**config.mk**
```make
export PLATFORM = sky130hd
export DESIGN_NAME = gpr_wr_sched
export DESIGN_NICKNAME = d
export VERILOG_FILES = /design/src/rtl/gpr_wr_sched_pkg.sv /design/src/rtl/gpr_wr_sched_wq.sv /design/src/rtl/gpr_wr_sched.sv
export SDC_FILE = /design/constraint.sdc
export NUM_CORES = 1
export LEC_CHECK = 0
export CAP_MARGIN = 15
export CORE_MARGIN = 2
export CORE_UTILIZATION = 48
export CTS_CLUSTER_SIZE = 12
export DETAILED_ROUTE_END_ITERATION = 8
export PLACE_DENSITY = 0.84
export REMOVE_ABC_BUFFERS = 1
export SYNTH_ARGS = -nofsm -noshare
export SYNTH_HDL_FRONTEND = slang
export SYNTH_HIERARCHICAL = 1
export SYNTH_SLANG_ARGS = --single-unit
export TNS_END_PERCENT = 5
```
**constraint.sdc**
```tcl
create_clock -name clk_i -period 4.1 [get_ports clk_i]
set_input_delay 0.41 -clock clk_i [delete_from_list [all_inputs] [get_ports clk_i]]
set_output_delay 0.41 -clock clk_i [all_outputs]
set_load 0.05 [all_outputs]
```
**src/rtl/gpr_wr_sched_pkg.sv**
```systemverilog
// Shared types and widths for the GPR write-port scheduler and its write queue.
package gpr_wr_sched_pkg;

    localparam int unsigned XLEN   = 32;
    localparam int unsigned REG_AW = 5;

    typedef enum logic [1:0] {
        StRun,
        StDrain,
        StDone
    } sched_state_e;

    typedef struct packed {
        logic [REG_AW-1:0] rd;
        logic [XLEN-1:0]   data;
    } wq_entry_t;

endpackage

```
**src/rtl/gpr_wr_sched_wq.sv**
```systemverilog
// DEPTH-entry write queue; taps are presented oldest (index 0 = head) to youngest.
module gpr_wr_sched_wq
    import gpr_wr_sched_pkg::*;
#(
    parameter int unsigned DEPTH = 2
) (
    input  logic                     clk_i,
    input  logic                     rst_i,
    input  logic                     enq_i,
    input  wq_entry_t                enq_entry_i,
    input  logic                     deq_i,
    output logic [$clog2(DEPTH):0]   count_o,
    output wq_entry_t                tap_o [DEPTH],
    output logic [DEPTH-1:0]         tap_valid_o
);

    localparam int unsigned AW = $clog2(DEPTH);

    typedef logic [AW-1:0] ptr_t;
    typedef logic [AW:0]   cnt_t;

    wq_entry_t mem_q [DEPTH];
    ptr_t      head_q, tail_q;
    cnt_t      count_q;

    always_ff @(posedge clk_i or posedge rst_i) begin
        if (rst_i) begin
            head_q  <= '0;
            tail_q  <= '0;
            count_q <= '0;
        end else begin
            if (enq_i) tail_q <= tail_q + ptr_t'(1);
            if (deq_i) head_q <= head_q + ptr_t'(1);
            count_q <= count_q + cnt_t'(enq_i) - cnt_t'(deq_i);
        end
    end

    // Storage needs no reset: every tap is qualified by the count.
    always_ff @(posedge clk_i) begin
        if (enq_i) mem_q[tail_q] <= enq_entry_i;
    end

    always_comb begin
        ptr_t idx;
        idx = '0;
        for (int k = 0; k < DEPTH; k++) begin
            idx            = head_q + ptr_t'(k);
            tap_o[k]       = mem_q[idx];
            tap_valid_o[k] = count_q > cnt_t'(k);
        end
    end

    assign count_o = count_q;

endmodule

```
**src/rtl/gpr_wr_sched.sv**
```systemverilog
// GPR write-port scheduler: round-robin intake of WB/CSR write-backs into a small queue,
// same-cycle head commit, operand forwarding from queued entries and a drain handshake.
module gpr_wr_sched
    import gpr_wr_sched_pkg::*;
#(
    parameter int unsigned DEPTH = 2
) (
    input  logic              clk_i,
    input  logic              rst_i,
    input  logic              wb_valid_i,
    input  logic [REG_AW-1:0] wb_rd_i,
    input  logic [XLEN-1:0]   wb_data_i,
    output logic              wb_ready_o,
    input  logic              csr_valid_i,
    input  logic [REG_AW-1:0] csr_rd_i,
    input  logic [XLEN-1:0]   csr_data_i,
    output logic              csr_ready_o,
    input  logic              wr_inhibit_i,
    output logic              gpr_we_o,
    output logic [REG_AW-1:0] gpr_rd_o,
    output logic [XLEN-1:0]   gpr_di_o,
    input  logic [REG_AW-1:0] rs1_i,
    input  logic [REG_AW-1:0] rs2_i,
    output logic              fwd1_hit_o,
    output logic [XLEN-1:0]   fwd1_data_o,
    output logic              fwd2_hit_o,
    output logic [XLEN-1:0]   fwd2_data_o,
    input  logic              drain_req_i,
    output logic              drain_ack_o
);

    localparam int unsigned CntW = $clog2(DEPTH) + 1;

    sched_state_e      state_q, state_d;
    logic              rr_q, rr_d;  // 0: WB has priority, 1: CSR has priority
    logic              enq, deq, accept, pick_csr;
    wq_entry_t         enq_entry;
    logic [CntW-1:0]   wq_count;
    wq_entry_t         taps [DEPTH];
    logic [DEPTH-1:0]  tap_valid;

    gpr_wr_sched_wq #(
        .DEPTH(DEPTH)
    ) u_wq (
        .clk_i       (clk_i),
        .rst_i       (rst_i),
        .enq_i       (enq),
        .enq_entry_i (enq_entry),
        .deq_i       (deq),
        .count_o     (wq_count),
        .tap_o       (taps),
        .tap_valid_o (tap_valid)
    );

    always_ff @(posedge clk_i or posedge rst_i) begin
        if (rst_i) begin
            state_q <= StRun;
            rr_q    <= 1'b0;
        end else begin
            state_q <= state_d;
            rr_q    <= rr_d;
        end
    end

    always_comb begin
        deq      = (wq_count != '0) && !wr_inhibit_i;
        gpr_we_o = deq;
        gpr_rd_o = deq ? taps[0].rd : '0;
        gpr_di_o = deq ? taps[0].data : '0;

        pick_csr = csr_valid_i && (!wb_valid_i || rr_q);
        // A full queue still accepts when the head commits this cycle.
        accept   = !rst_i && (wb_valid_i || csr_valid_i) && (state_q == StRun) &&
                   ((wq_count < CntW'(DEPTH)) || deq);
        wb_ready_o  = accept && !pick_csr;
        csr_ready_o = accept && pick_csr;

        enq_entry.rd   = pick_csr ? csr_rd_i : wb_rd_i;
        enq_entry.data = pick_csr ? csr_data_i : wb_data_i;
        enq            = accept && (enq_entry.rd != '0);

        rr_d = rr_q;
        if (accept && wb_valid_i && csr_valid_i) rr_d = !pick_csr;
    end

    always_comb begin
        state_d = state_q;
        unique case (state_q)
            StRun:   if (drain_req_i) state_d = StDrain;
            StDrain: begin
                if (!drain_req_i)         state_d = StRun;
                else if (wq_count == '0)  state_d = StDone;
            end
            StDone:  if (!drain_req_i) state_d = StRun;
            default: state_d = StRun;
        endcase
        drain_ack_o = (state_q == StDone);
    end

    // Later taps are younger, so the last match wins.
    always_comb begin
        fwd1_hit_o  = 1'b0;
        fwd1_data_o = '0;
        fwd2_hit_o  = 1'b0;
        fwd2_data_o = '0;
        for (int k = 0; k < DEPTH; k++) begin
            if (tap_valid[k] && (rs1_i != '0) && (taps[k].rd == rs1_i)) begin
                fwd1_hit_o  = 1'b1;
                fwd1_data_o = taps[k].data;
            end
            if (tap_valid[k] && (rs2_i != '0) && (taps[k].rd == rs2_i)) begin
                fwd2_hit_o  = 1'b1;
                fwd2_data_o = taps[k].data;
            end
        end
    end

endmodule

```
==> report_table.html <==
<table>
<tr><th>Metric</th><th>Value</th></tr>
<tr><th colspan="2">Run status</th></tr>
<tr><td>Result of the run</td><td>finished, final reports clean</td></tr>
<tr><th colspan="2">Synthesis</th></tr>
<tr><td>Post-synth top area share</td><td>35.0%</td></tr>
<tr><td>Synth area leader</td><td>sky130_fd_sc_hd__edfxtp_1</td></tr>
<tr><td>Post-synthesis average cell area</td><td>13.5 um2</td></tr>
<tr><td>Synthesis-stage register bit count</td><td>81</td></tr>
<tr><td>Fraction of registers with async set/reset</td><td>8.64%</td></tr>
<tr><td>Fraction of the yosys area taken by sequential cells</td><td>37.8%</td></tr>
<tr><td>Synth unique cells</td><td>30</td></tr>
<tr><td>YS warnings</td><td>6</td></tr>
<tr><td>Netlist area before placement</td><td>6350 um2</td></tr>
<tr><td>Most used flip-flop cell after synthesis</td><td>sky130_fd_sc_hd__edfxtp_1</td></tr>
<tr><td>Synth top area cells</td><td>sky130_fd_sc_hd__edfxtp_1 35%, sky130_fd_sc_hd__mux2_4 26%, sky130_fd_sc_hd__mux2_2 12%, sky130_fd_sc_hd__nor4b_1 8.7%, sky130_fd_sc_hd__and2_1 3.7%</td></tr>
<tr><td>EDFF count, synth</td><td>74</td></tr>
<tr><td>Count of mapped cells out of synthesis</td><td>469</td></tr>
<tr><th colspan="2">Timing</th></tr>
<tr><td>Least-Margin Pin Slew</td><td>1.05 ns</td></tr>
<tr><td>Final critical-path required period</td><td>3.50 ns</td></tr>
<tr><td>Peak clock frequency supported by timing</td><td>0.286 GHz</td></tr>
<tr><td>Worst clock skew</td><td>0.00396 ns</td></tr>
<tr><td>Unrepaired setup endpoints after global routing</td><td>false</td></tr>
<tr><td>Worst slew slack as a fraction of its limit</td><td>29.8%</td></tr>
<tr><td>Final Hold Violating Endpoints</td><td>0</td></tr>
<tr><td>Total negative slack</td><td>0 ns</td></tr>
<tr><td>Final slew viol count</td><td>0</td></tr>
<tr><td>Period utilization</td><td>85.3%</td></tr>
<tr><td>Number of setup violations in the final report</td><td>0</td></tr>
<tr><th colspan="2">GRT</th></tr>
<tr><td>Global-route wire length before repair</td><td>26000 um</td></tr>
<tr><td>Gr usage total</td><td>23.3%</td></tr>
<tr><td>Maximum number of pins on one net before global-route repair</td><td>66</td></tr>
<tr><td>Vias in the first global route</td><td>5173</td></tr>
<tr><td>Number of antenna violations at the first check in global routing</td><td>0</td></tr>
<tr><td>GRT overflow</td><td>0</td></tr>
<tr><th colspan="2">Pwr</th></tr>
<tr><td>Power per Cell Area</td><td>533 nW/um2</td></tr>
<tr><td>Clock network power share</td><td>16.4%</td></tr>
<tr><td>Net switching share of the total power</td><td>40.5%</td></tr>
<tr><td>Sequential group share of total power</td><td>23.3%</td></tr>
<tr><td>Worst IR Drop VDD</td><td>0.345 mV</td></tr>
<tr><td>Part of the total power dissipated in combinational logic</td><td>60.3%</td></tr>
<tr><td>Total net switching power</td><td>0.00200 W</td></tr>
<tr><td>Lkg Pwr</td><td>3.60 nW</td></tr>
<tr><td>Pwr Total</td><td>0.00495 W</td></tr>
<tr><td>Internal power</td><td>0.00294 W</td></tr>
<tr><th colspan="2">Routing</th></tr>
<tr><td>Max Used Layer</td><td>met4</td></tr>
<tr><td>Number of design-rule violations left by the first detailed-router iteration</td><td>217</td></tr>
<tr><td>Final ANT Viol Nets</td><td>0</td></tr>
<tr><td>Metal2 WL</td><td>9160 um</td></tr>
<tr><td>Total iterations of the first detailed-routing run</td><td>4</td></tr>
<tr><td>Vias after detailed routing</td><td>4739</td></tr>
<tr><td>DR WL/cell</td><td>20.5 um</td></tr>
<tr><td>Total DRC errors in the routed layout</td><td>0</td></tr>
<tr><td>Routed metal-1 wirelength</td><td>6220 um</td></tr>
<tr><td>Post-Route WL</td><td>16900 um</td></tr>
<tr><td>Routed via count divided by cell count</td><td>5.74</td></tr>
<tr><td>Met3 routed WL</td><td>933 um</td></tr>
<tr><th colspan="2">Floorplan</th></tr>
<tr><td>Number of placed I/O pins</td><td>197</td></tr>
<tr><td>Die X-Extent</td><td>119 um</td></tr>
<tr><td>Die ar.</td><td>14200 um2</td></tr>
<tr><td>Core Box Area</td><td>13100 um2</td></tr>
<tr><td>Number of placement rows</td><td>42</td></tr>
<tr><td>Initial core utilization</td><td>48.5%</td></tr>
<tr><td>Chip height</td><td>119 um</td></tr>
<tr><th colspan="2">Worst setup path</th></tr>
<tr><td>Largest fanout on the critical path</td><td>19</td></tr>
<tr><td>Critical path class</td><td>reg -&gt; out</td></tr>
<tr><td>Category of the worst setup path launch point</td><td>flop</td></tr>
<tr><td>Arrival time reported for the critical path endpoint</td><td>3.09 ns</td></tr>
<tr><td>Data required time at the worst endpoint</td><td>3.69 ns</td></tr>
<tr><td>Worst setup EP type</td><td>primary output</td></tr>
<tr><th colspan="2">Clock tree</th></tr>
<tr><td>Clock buffer count from CTS</td><td>9</td></tr>
<tr><td>Number of gates resized after cts</td><td>0</td></tr>
<tr><td>Clock Pin Slew Worst Setup and Hold Paths</td><td>0.06 ns</td></tr>
<tr><td>Later-pin clock latency in the skew report</td><td>0.33 ns</td></tr>
<tr><td>Setup Buffers After CTS</td><td>0</td></tr>
<tr><td>Clock root buffer</td><td>sky130_fd_sc_hd__clkbuf_16</td></tr>
<tr><td>Clock tree from TritonCTS</td><td>built</td></tr>
<tr><td>Max Buffers Root-to-Sink</td><td>2</td></tr>
<tr><td>Clock sink total</td><td>81</td></tr>
<tr><td>H-tree depth reported by CTS</td><td>3</td></tr>
<tr><td>Hold_buf cts</td><td>0</td></tr>
<tr><th colspan="2">Min path</th></tr>
<tr><td>Class of the worst hold path</td><td>in -&gt; async</td></tr>
<tr><th colspan="2">Run</th></tr>
<tr><td># Max-Cap Violations</td><td>0</td></tr>
<tr><th colspan="2">Place</th></tr>
<tr><td>Weighted congestion reported at the end of routability-driven placement</td><td>0.864</td></tr>
<tr><td>Buffers on Ports</td><td>196</td></tr>
<tr><td>Detail Placement HPWL</td><td>12000 um</td></tr>
<tr><th colspan="2">Finish</th></tr>
<tr><td>Final-stage net count</td><td>737</td></tr>
<tr><td>Antenna Diode Count</td><td>0</td></tr>
<tr><td>Synthesis-to-layout area growth</td><td>46.3%</td></tr>
<tr><td>Fraction of final layout cells sized beyond drive strength 1</td><td>42.4%</td></tr>
</table>
-- worst max-delay path, stage by stage (launching register included) --
cell                      delay [ns]
sky130_fd_sc_hd__dfrtp_4        0.56
sky130_fd_sc_hd__mux2_4         0.36
sky130_fd_sc_hd__xnor2_1        0.29
sky130_fd_sc_hd__nand2_1        0.44
sky130_fd_sc_hd__buf_4          0.39
sky130_fd_sc_hd__nor4b_1        0.34
sky130_fd_sc_hd__mux2_4         0.25
sky130_fd_sc_hd__buf_12         0.14
-- metal layers --
metal	global-route usage (%)	up-vias
li1	-	2138
met5	0	-
met3	3.98	52
met1	24.6	2353
met4	12.0	0
met2	43.9	196
-- synthesized netlist by cell type (all sizes together) (3+ instances only) --
cell type and instances:
mux2 174, xor2 6, nor2 6, nor4b 63
dfrtp 7, buf 16, nand2 4, inv 7
clkbuf 27, nor3 4, nor2b 3, or4 4
xnor2 17, edfxtp 74, nand4 5, and2 38
-- cells by family (layout without fill, tap and decap cells) --
family | after synthesis | after routing | share of synthesized area [%]
compound gates | 6 | 6 | 0.651
xor+xnor | 24 | 24 | 3.55
fa+ha+maj | 2 | 2 | 0.394
buf+inv | 50 | 230 | 4.65
flops | 81 | 81 | 37.8
mux | 176 | 176 | 37.6
simple gates | 130 | 130 | 15.4
-- cell type report --
class / count / area, um2
fillers: 868 / 3800
multi-input cells: 338 / 3680
repair buffers: 208 / 2660
flip-flops and latches: 81 / 2400
clock buffers: 10 / 229
well taps: 176 / 220
clock inverters: 5 / 71.3
inverters: 7 / 26.3
-- layout by cell type (no fill, tap or decap), types with 2 or more instances in the layout --
cell                              netlist  final
sky130_fd_sc_hd__nand2_1                4      4
sky130_fd_sc_hd__or4_4                  4      4
sky130_fd_sc_hd__nand4_1                5      5
sky130_fd_sc_hd__nor2b_1                3      2
sky130_fd_sc_hd__mux2_2                66     66
sky130_fd_sc_hd__buf_12                 0     62
sky130_fd_sc_hd__and2_1                38     37
sky130_fd_sc_hd__bufinv_16              0      2
sky130_fd_sc_hd__clkinv_1               0      3
sky130_fd_sc_hd__buf_4                  0     16
sky130_fd_sc_hd__nor4b_1               63     63
sky130_fd_sc_hd__mux2_4               108    108
sky130_fd_sc_hd__clkdlybuf4s50_1        0    130
sky130_fd_sc_hd__xor2_1                 6      6
sky130_fd_sc_hd__o31ai_1                2      2
sky130_fd_sc_hd__nor2_1                 4      3
sky130_fd_sc_hd__mux2i_1                2      2
sky130_fd_sc_hd__xnor2_1               17     17
sky130_fd_sc_hd__nor3_1                 4      4
sky130_fd_sc_hd__nor2_4                 2      2
sky130_fd_sc_hd__dfrtp_1                7      6
sky130_fd_sc_hd__edfxtp_1              74     74
sky130_fd_sc_hd__ha_1                   2      2
sky130_fd_sc_hd__clkbuf_16              0      9
sky130_fd_sc_hd__inv_1                  7      7
-- final timing paths --
path	slack [ns]	start	to	cells past startpoint
max	0.60	u_wq/head_q	fwd2_data_o[19]	7
min	0.34	rst_i	state_q[0]	2
max reg2reg	1.49	rr_q	u_wq/mem_q[0][20]	6
min reg2reg	0.54	rr_q	rr_q	1
max in group asynchronous	3.58	rst_i	u_wq/head_q	2
min in group clk_i	0.54	rr_q	rr_q	1
-- stage by stage --
stage               instances  setup slack [ns]  hold slack (ns)  area [um2]  util, %
global route              825             0.501            0.357        9290     71.0
floorplan                 426             -1.61            0.164        6080        -
finish                    825             0.603            0.338        9290     71.0
CTS                       825             0.664            0.326        9290     71.0
global placement          810             0.978            0.522        8990     68.7
detailed placement        810             0.911            0.530        8990     68.7
-- state kept, by name (all words and copies together) (netlist names) --
register	flops
u_wq/count_o	2
u_wq/tail_q	1
rr_q	1
u_wq/head_q	1
u_wq/mem_q	74
state_q	2
-- power groups by stage --
stage	sequential, W	clock (W)	combinational, W
after floorplan	0.00126	0	0.00195
after global placement	0.00116	0	0.00288
after detailed placement	0.00117	0	0.00297
after CTS	0.00115	0.000824	0.00298
after global routing	0.00117	0.000853	0.00310
final	0.00115	0.000809	0.00298
Power figures use the tool's default switching activity.
